[src/rtl/lsu_multicycle_if.sv]
// Bus bundle between the load/store unit and its environment:
// issue port from the pipeline, data-memory req/valid port, and the
// register-file write port.
interface lsu_multicycle_if #(
  parameter int DATA_W = 16,
  parameter int ADDR_W = 16,
  parameter int OFF_W  = 4,
  parameter int REG_W  = 4
);
  logic              issue_valid;
  logic              issue_ready;
  logic              issue_is_store;
  logic [DATA_W-1:0] issue_base;
  logic [OFF_W-1:0]  issue_off;
  logic [DATA_W-1:0] issue_store_data;
  logic [REG_W-1:0]  issue_dst;
  logic              mem_en;
  logic              mem_wr;
  logic [ADDR_W-1:0] mem_addr;
  logic [DATA_W-1:0] mem_wdata;
  logic [DATA_W-1:0] mem_rdata;
  logic              mem_valid;
  logic              wb_en;
  logic [REG_W-1:0]  wb_reg;
  logic [DATA_W-1:0] wb_data;
  logic              done;
  logic              stall;
  logic              err;

  // Environment side: pipeline issuing ops plus the data memory.
  modport master (
    output issue_valid, issue_is_store, issue_base, issue_off,
           issue_store_data, issue_dst, mem_rdata, mem_valid,
    input  issue_ready, mem_en, mem_wr, mem_addr, mem_wdata,
           wb_en, wb_reg, wb_data, done, stall, err
  );

  // Load/store unit side.
  modport slave (
    input  issue_valid, issue_is_store, issue_base, issue_off,
           issue_store_data, issue_dst, mem_rdata, mem_valid,
    output issue_ready, mem_en, mem_wr, mem_addr, mem_wdata,
           wb_en, wb_reg, wb_data, done, stall, err
  );
endinterface

[src/rtl/lsu_multicycle.sv]
// Multi-cycle load/store unit: one LW/SW in flight, IDLE->REQ->WAIT->WB,
// variable-latency memory with a bounded wait and a sticky timeout flag.
module lsu_multicycle #(
  parameter int DATA_W    = 16,
  parameter int ADDR_W    = 16,
  parameter int OFF_W     = 4,
  parameter int OFF_SHIFT = 1,
  parameter int REG_W     = 4,
  parameter int TIMEOUT   = 8
) (
  input logic              i_clk,
  input logic              i_rst,
  lsu_multicycle_if.slave  io_bus
);

  localparam logic [1:0] ST_IDLE = 2'd0;
  localparam logic [1:0] ST_REQ  = 2'd1;
  localparam logic [1:0] ST_WAIT = 2'd2;
  localparam logic [1:0] ST_WB   = 2'd3;

  localparam int CNT_W = $clog2(TIMEOUT + 1);
  localparam logic [CNT_W-1:0]  CNT_LAST = CNT_W'(TIMEOUT - 1);
  // Low base bits cleared so the offset scaling always lands aligned.
  localparam logic [DATA_W-1:0] ALIGN_MASK = DATA_W'((64'd1 << OFF_SHIFT) - 64'd1);

  logic [1:0]        r_state;
  logic              r_is_store;
  logic [ADDR_W-1:0] r_addr;
  logic [DATA_W-1:0] r_wdata;
  logic [REG_W-1:0]  r_dst;
  logic [DATA_W-1:0] r_rdata;
  logic [CNT_W-1:0]  r_cnt;
  logic              r_err;

  logic [DATA_W-1:0] w_off_sext;
  logic [DATA_W-1:0] w_eff_full;
  logic [ADDR_W-1:0] w_eff;
  logic              w_idle;

  assign w_idle     = (r_state == ST_IDLE);
  assign w_off_sext = {{(DATA_W-OFF_W){io_bus.issue_off[OFF_W-1]}}, io_bus.issue_off};
  // Sum taken at full data width, truncated so the address wraps mod 2^ADDR_W.
  assign w_eff_full = (io_bus.issue_base & ~ALIGN_MASK) + (w_off_sext << OFF_SHIFT);
  assign w_eff      = w_eff_full[ADDR_W-1:0];

  // FSM plus operand latches; operands are frozen at accept.
  always_ff @(posedge i_clk) begin
    if (i_rst) begin
      r_state    <= ST_IDLE;
      r_is_store <= 1'b0;
      r_addr     <= '0;
      r_wdata    <= '0;
      r_dst      <= '0;
      r_rdata    <= '0;
      r_cnt      <= '0;
      r_err      <= 1'b0;
    end else begin
      case (r_state)
        ST_IDLE: begin
          if (io_bus.issue_valid) begin
            r_is_store <= io_bus.issue_is_store;
            r_addr     <= w_eff;
            r_wdata    <= io_bus.issue_store_data;
            r_dst      <= io_bus.issue_dst;
            r_state    <= ST_REQ;
          end
        end
        ST_REQ: begin
          r_cnt   <= '0;
          r_state <= ST_WAIT;
        end
        ST_WAIT: begin
          r_cnt <= r_cnt + 1'b1;
          // A response on the final wait cycle still completes the op.
          if (io_bus.mem_valid) begin
            if (!r_is_store) r_rdata <= io_bus.mem_rdata;
            r_state <= ST_WB;
          end else if (r_cnt == CNT_LAST) begin
            r_err   <= 1'b1;
            r_state <= ST_IDLE;
          end
        end
        ST_WB: begin
          r_state <= ST_IDLE;
        end
        default: r_state <= ST_IDLE;
      endcase
    end
  end

  assign io_bus.issue_ready = w_idle;
  assign io_bus.stall       = ~w_idle;
  assign io_bus.mem_en      = (r_state == ST_REQ);
  assign io_bus.mem_wr      = (r_state == ST_REQ) & r_is_store;
  assign io_bus.mem_addr    = r_addr;
  assign io_bus.mem_wdata   = r_wdata;
  assign io_bus.done        = (r_state == ST_WB);
  assign io_bus.wb_en       = (r_state == ST_WB) & ~r_is_store;
  assign io_bus.wb_reg      = r_dst;
  assign io_bus.wb_data     = r_rdata;
  assign io_bus.err         = r_err;

endmodule

[src/flat_wrapper.sv]
// flat-port wrapper written by rule: the top's interface ports become plain ports
module lsu_multicycle_flat 
#(
  parameter int DATA_W    = 16,
  parameter int ADDR_W    = 16,
  parameter int OFF_W     = 4,
  parameter int OFF_SHIFT = 1,
  parameter int REG_W     = 4,
  parameter int TIMEOUT   = 8
)
  (i_clk, i_rst, io_bus_issue_valid, io_bus_issue_is_store, io_bus_issue_base, io_bus_issue_off, io_bus_issue_store_data, io_bus_issue_dst, io_bus_mem_rdata, io_bus_mem_valid, io_bus_issue_ready, io_bus_mem_en, io_bus_mem_wr, io_bus_mem_addr, io_bus_mem_wdata, io_bus_wb_en, io_bus_wb_reg, io_bus_wb_data, io_bus_done, io_bus_stall, io_bus_err);
  lsu_multicycle_if #(.DATA_W(DATA_W), .ADDR_W(ADDR_W), .OFF_W(OFF_W), .REG_W(REG_W)) io_bus_i ();
  input logic i_clk;
  input logic i_rst;
  input wire logic [$bits(io_bus_i.issue_valid)-1:0] io_bus_issue_valid;
  input wire logic [$bits(io_bus_i.issue_is_store)-1:0] io_bus_issue_is_store;
  input wire logic [$bits(io_bus_i.issue_base)-1:0] io_bus_issue_base;
  input wire logic [$bits(io_bus_i.issue_off)-1:0] io_bus_issue_off;
  input wire logic [$bits(io_bus_i.issue_store_data)-1:0] io_bus_issue_store_data;
  input wire logic [$bits(io_bus_i.issue_dst)-1:0] io_bus_issue_dst;
  input wire logic [$bits(io_bus_i.mem_rdata)-1:0] io_bus_mem_rdata;
  input wire logic [$bits(io_bus_i.mem_valid)-1:0] io_bus_mem_valid;
  output wire logic [$bits(io_bus_i.issue_ready)-1:0] io_bus_issue_ready;
  output wire logic [$bits(io_bus_i.mem_en)-1:0] io_bus_mem_en;
  output wire logic [$bits(io_bus_i.mem_wr)-1:0] io_bus_mem_wr;
  output wire logic [$bits(io_bus_i.mem_addr)-1:0] io_bus_mem_addr;
  output wire logic [$bits(io_bus_i.mem_wdata)-1:0] io_bus_mem_wdata;
  output wire logic [$bits(io_bus_i.wb_en)-1:0] io_bus_wb_en;
  output wire logic [$bits(io_bus_i.wb_reg)-1:0] io_bus_wb_reg;
  output wire logic [$bits(io_bus_i.wb_data)-1:0] io_bus_wb_data;
  output wire logic [$bits(io_bus_i.done)-1:0] io_bus_done;
  output wire logic [$bits(io_bus_i.stall)-1:0] io_bus_stall;
  output wire logic [$bits(io_bus_i.err)-1:0] io_bus_err;
  assign io_bus_i.issue_valid = io_bus_issue_valid;
  assign io_bus_i.issue_is_store = io_bus_issue_is_store;
  assign io_bus_i.issue_base = io_bus_issue_base;
  assign io_bus_i.issue_off = io_bus_issue_off;
  assign io_bus_i.issue_store_data = io_bus_issue_store_data;
  assign io_bus_i.issue_dst = io_bus_issue_dst;
  assign io_bus_i.mem_rdata = io_bus_mem_rdata;
  assign io_bus_i.mem_valid = io_bus_mem_valid;
  assign io_bus_issue_ready = io_bus_i.issue_ready;
  assign io_bus_mem_en = io_bus_i.mem_en;
  assign io_bus_mem_wr = io_bus_i.mem_wr;
  assign io_bus_mem_addr = io_bus_i.mem_addr;
  assign io_bus_mem_wdata = io_bus_i.mem_wdata;
  assign io_bus_wb_en = io_bus_i.wb_en;
  assign io_bus_wb_reg = io_bus_i.wb_reg;
  assign io_bus_wb_data = io_bus_i.wb_data;
  assign io_bus_done = io_bus_i.done;
  assign io_bus_stall = io_bus_i.stall;
  assign io_bus_err = io_bus_i.err;
  lsu_multicycle #(.DATA_W(DATA_W), .ADDR_W(ADDR_W), .OFF_W(OFF_W), .OFF_SHIFT(OFF_SHIFT), .REG_W(REG_W), .TIMEOUT(TIMEOUT)) u_core (.i_clk(i_clk), .i_rst(i_rst), .io_bus(io_bus_i));
endmodule
[config.mk]
export PLATFORM = sky130hd
export DESIGN_NAME = lsu_multicycle_flat
export DESIGN_NICKNAME = d
export VERILOG_FILES = /design/src/rtl/lsu_multicycle_if.sv /design/src/rtl/lsu_multicycle.sv /design/src/flat_wrapper.sv
export SDC_FILE = /design/constraint.sdc
export NUM_CORES = 1
export LEC_CHECK = 0
export CAP_MARGIN = 20
export CORE_ASPECT_RATIO = 0.5
export CORE_MARGIN = 2
export CORE_UTILIZATION = 43
export DETAILED_ROUTE_END_ITERATION = 12
export PLACE_DENSITY = 0.77
export SLEW_MARGIN = 20
export SYNTH_ARGS = -nofsm -noshare
export SYNTH_HDL_FRONTEND = slang
export SYNTH_SLANG_ARGS = --single-unit
[constraint.sdc]
create_clock -name i_clk -period 2.5 [get_ports i_clk]
set_input_delay 0.5 -clock i_clk [delete_from_list [all_inputs] [get_ports i_clk]]
set_output_delay 0.5 -clock i_clk [all_outputs]
set_load 0.02 [all_outputs]
==> impl_metrics.ini <==
[status]
status = finished clean

[clocking]
hold_buffers = 0
clk_pin_slew_ns = 0.05
cts_root_buf = clkbuf_16
tritoncts = built
postCtsSetupBuffers = 0
clock_sinks = 59
clock_latency_ns = 0.33
cts_made_buffers = 9
clock_path_buffers = 2
htree_levels = 3

[die]
rows = 21
die_y_microns = 62.4
io_pins = 120
die_area_sq_mm = 0.00755
initial_utilization_pct = 44.2
die_x_microns = 121
coreArea_sq_mm = 0.00665

[setup_path]
required_ns = 2.72
worst_r2r_path_depth = 6
worst-path-stages = 8
setup.worst_path.start = io_bus_issue_off[1]
crit_end = u_core.io_bus.mem_addr[12]
reg2reg_from = u_core.r_state[0]
crit_path_cell_trace = clkdlybuf4s50_1 > ha_1 > a21o_1 > a311oi_1 > buf_4 > or4_4 > and3_1 > a311o_1
cp.arrival_ns = 2.65
cp_slowest_cell = or4_4
worst-path-buf-inv = 2
critPathMaxFanout = 4
critPathLaunchType = input port
path_class = in2reg
r2r_slack_ns = 0.77
end_kind = flop
cp_slowest_stage_delay_ns = 0.52
r2r_end = u_core.io_bus.mem_addr[12]
cp_top_family = simple AND/OR/NAND/NOR gates

[sta]
finalCritPeriodShare_pct = 97.3
period_minus_slack_ns = 2.43
setup_violations = 0
finalSetupTns_ns = 0
hold_viol = 0
fin_skew_ns = 0.00311
timing.fmax_ghz = 0.411
drv_slew = 0
fin_ws_ns = 0.0685

[detailed_routing]
vias_per_cell = 5.02
firstDrtPassIters = 4
drc = 0
routedLengthMet1_mm = 3.68
top_layer_used = met4
met3_length_microns = 451
wl_met2_mm = 4.08
vias = 3086
postRouteAntennaNets = 0
wl_per_cell_microns = 13.6
first_iter_violations = 125
wl_mm = 8.34

[global_route]
grt_max_degree = 33
gr-total-overflow = 0
grt_pass1_vias = 3050
antenna_found_initial = 0
grt_use_total_pct = 22.6
grt_pass1_wl_mm = 13.6

[logic_synthesis]
yosysSeqAreaShare_pct = 40.2
async_reset_ff_share_pct = 0
mappedNetlistArea_sq_mm = 0.00294
synthFlopType = dfxtp_1
ys_ff_latch = 59
synth_nets = 452
syn_inst = 371
syn_avg_cell_area_sq_um = 7.92
yosysUniqueCellTypes = 53
yosys_warnings = 0
synth_edf_count = 0

[flow_run]
drv_cap = 0

[layout]
final_layout_size_suffix_gt1_share_pct = 12.4
multi_input_comb_area_sq_mm = 0.00166
instances_no_fill = 615
antenna_cells = 0
area_growth_pct = 62.5
layout.nets = 599
nFillCells = 558
area.sequential_sq_mm = 0.00118

[pwr]
p_seq_share_pct = 31.5
p_sw_uw = 997
pwr-share-clk_pct = 39.5
p_leak_uw = 0.00189
swShare_pct = 29.0
p_comb_share_pct = 29.0
ir_drop_mv = 0.357
p_int_uw = 2440
power_density_mw_per_mm2 = 719

[place]
pre_cts_slack_ns = -0.305
dp_cells = 599
gp_congestion = 0.851
hpwl_mm = 6.13
portBuffers = 117

[worst_hold_path]
whs_path_depth = 2
worstHoldPathType = reg2reg
[repair_timing]
action                                  4_1_cts  5_1_grt
endpoints found under the setup margin        0        5
endpoints found under the hold margin         0        0
gates resized for setup                       0        6
[cell usage in the layout (no fill, tap or decap), types with 4 or more instances in the layout]
master / count
a21oi_1: 56
inv_1: 7
ha_1: 19
nand3_1: 10
nand2_1: 103
dfxtp_1: 59
and3_1: 4
buf_4: 39
nor3_1: 5
nand3b_1: 4
clkbuf_16: 9
clkdlybuf4s50_1: 115
a21o_1: 5
nor2_1: 14
o21ai_0: 9
[kinds of logic after synthesis]
logic type | count (synthesis) | share of synthesized area, %
fa+ha+maj | 20 | 8.77
flops | 59 | 40.2
compound gates | 104 | 22.8
simple gates | 155 | 22.9
buf+inv | 27 | 3.66
other cells | 1 | 0.128
xor+xnor | 4 | 1.19
mux | 1 | 0.341
[how the worst min path moves through the flow]
stage	start	end	slack, ns
finish	u_core.io_bus.mem_addr[9]	u_core.io_bus.mem_addr[9]	0.45
global route	u_core.io_bus.mem_wdata[4]	u_core.io_bus.mem_wdata[4]	0.48
CTS	u_core.io_bus.mem_addr[9]	u_core.io_bus.mem_addr[9]	0.45
detailed placement	u_core.io_bus.mem_addr[9]	u_core.io_bus.mem_addr[9]	0.44
global placement	u_core.io_bus.mem_addr[6]	u_core.io_bus.mem_addr[6]	0.44
floorplan	u_core.r_cnt[1]	u_core.r_cnt[1]	0.46
[final cells by class]
class	instances	share of cell area, %
multi-input combinational	285	34.8
timing repair buffer	156	30.6
sequential	59	24.7
clock buffer	12	5.37
tap	92	2.41
clock inverter	4	1.52
inverter	7	0.550
[routing by layer]
layer	track usage, %	vias to the layer above
li1	-	1586
met1	27.4	1406
met2	38.4	79
met3	6.30	15
met4	8.14	0
met5	0	-
[through the flow]
stage / area [sq um] / utilization, % / hold WS, ns / power [uW]
2_1_floorplan: 2940 / - / 0.463 / 1620
3_3_place_gp: 4430 / 66.6 / 0.439 / 2070
3_5_place_dp: 4430 / 66.6 / 0.444 / 2090
4_1_cts: 4760 / 71.6 / 0.450 / 3450
5_1_grt: 4770 / 71.8 / 0.476 / 3590
6_report: 4770 / 71.8 / 0.448 / 3430
[synth_stat cells (all sizes together), types with 2 or more instances]
master	number	area [sq um]
nor2	14	52.6
o311ai	2	17.5
ha	19	238
nand2	103	387
o21ai	12	60.1
and2	3	18.8
o31ai	2	15.0
clkbuf	18	68.8
and3	4	25.0
xnor2	3	26.3
nand3	10	50.1
buf	2	12.5
nor3	5	25.0
a311oi	2	17.5
o211ai	3	22.5
a21oi	57	285
nand2b	2	12.5
dfxtp	59	1180
o21bai	3	22.5
a21o	5	37.5
a221oi	2	23.8
nor2b	2	12.5
nand3b	4	30.0
a2111o	2	22.5
inv	7	26.3
nand4	2	12.5
a211oi	3	27.5
a211o	2	18.8
nor3b	2	15.0
[power groups by stage]
stage	registers, uW	logic [uW]	clock network, uW
after floorplan	1200	423	0
after global placement	1100	977	0
after detailed placement	1100	986	0
after CTS	1080	994	1370
after global routing	1090	1080	1420
final	1080	996	1350
[worst min-delay path: stages (launching register included)]
cell and delay, ns:
dfxtp_1 0.30, nand2_1 0.05, a21oi_1 0.05
(Power assumes the default switching activity.)
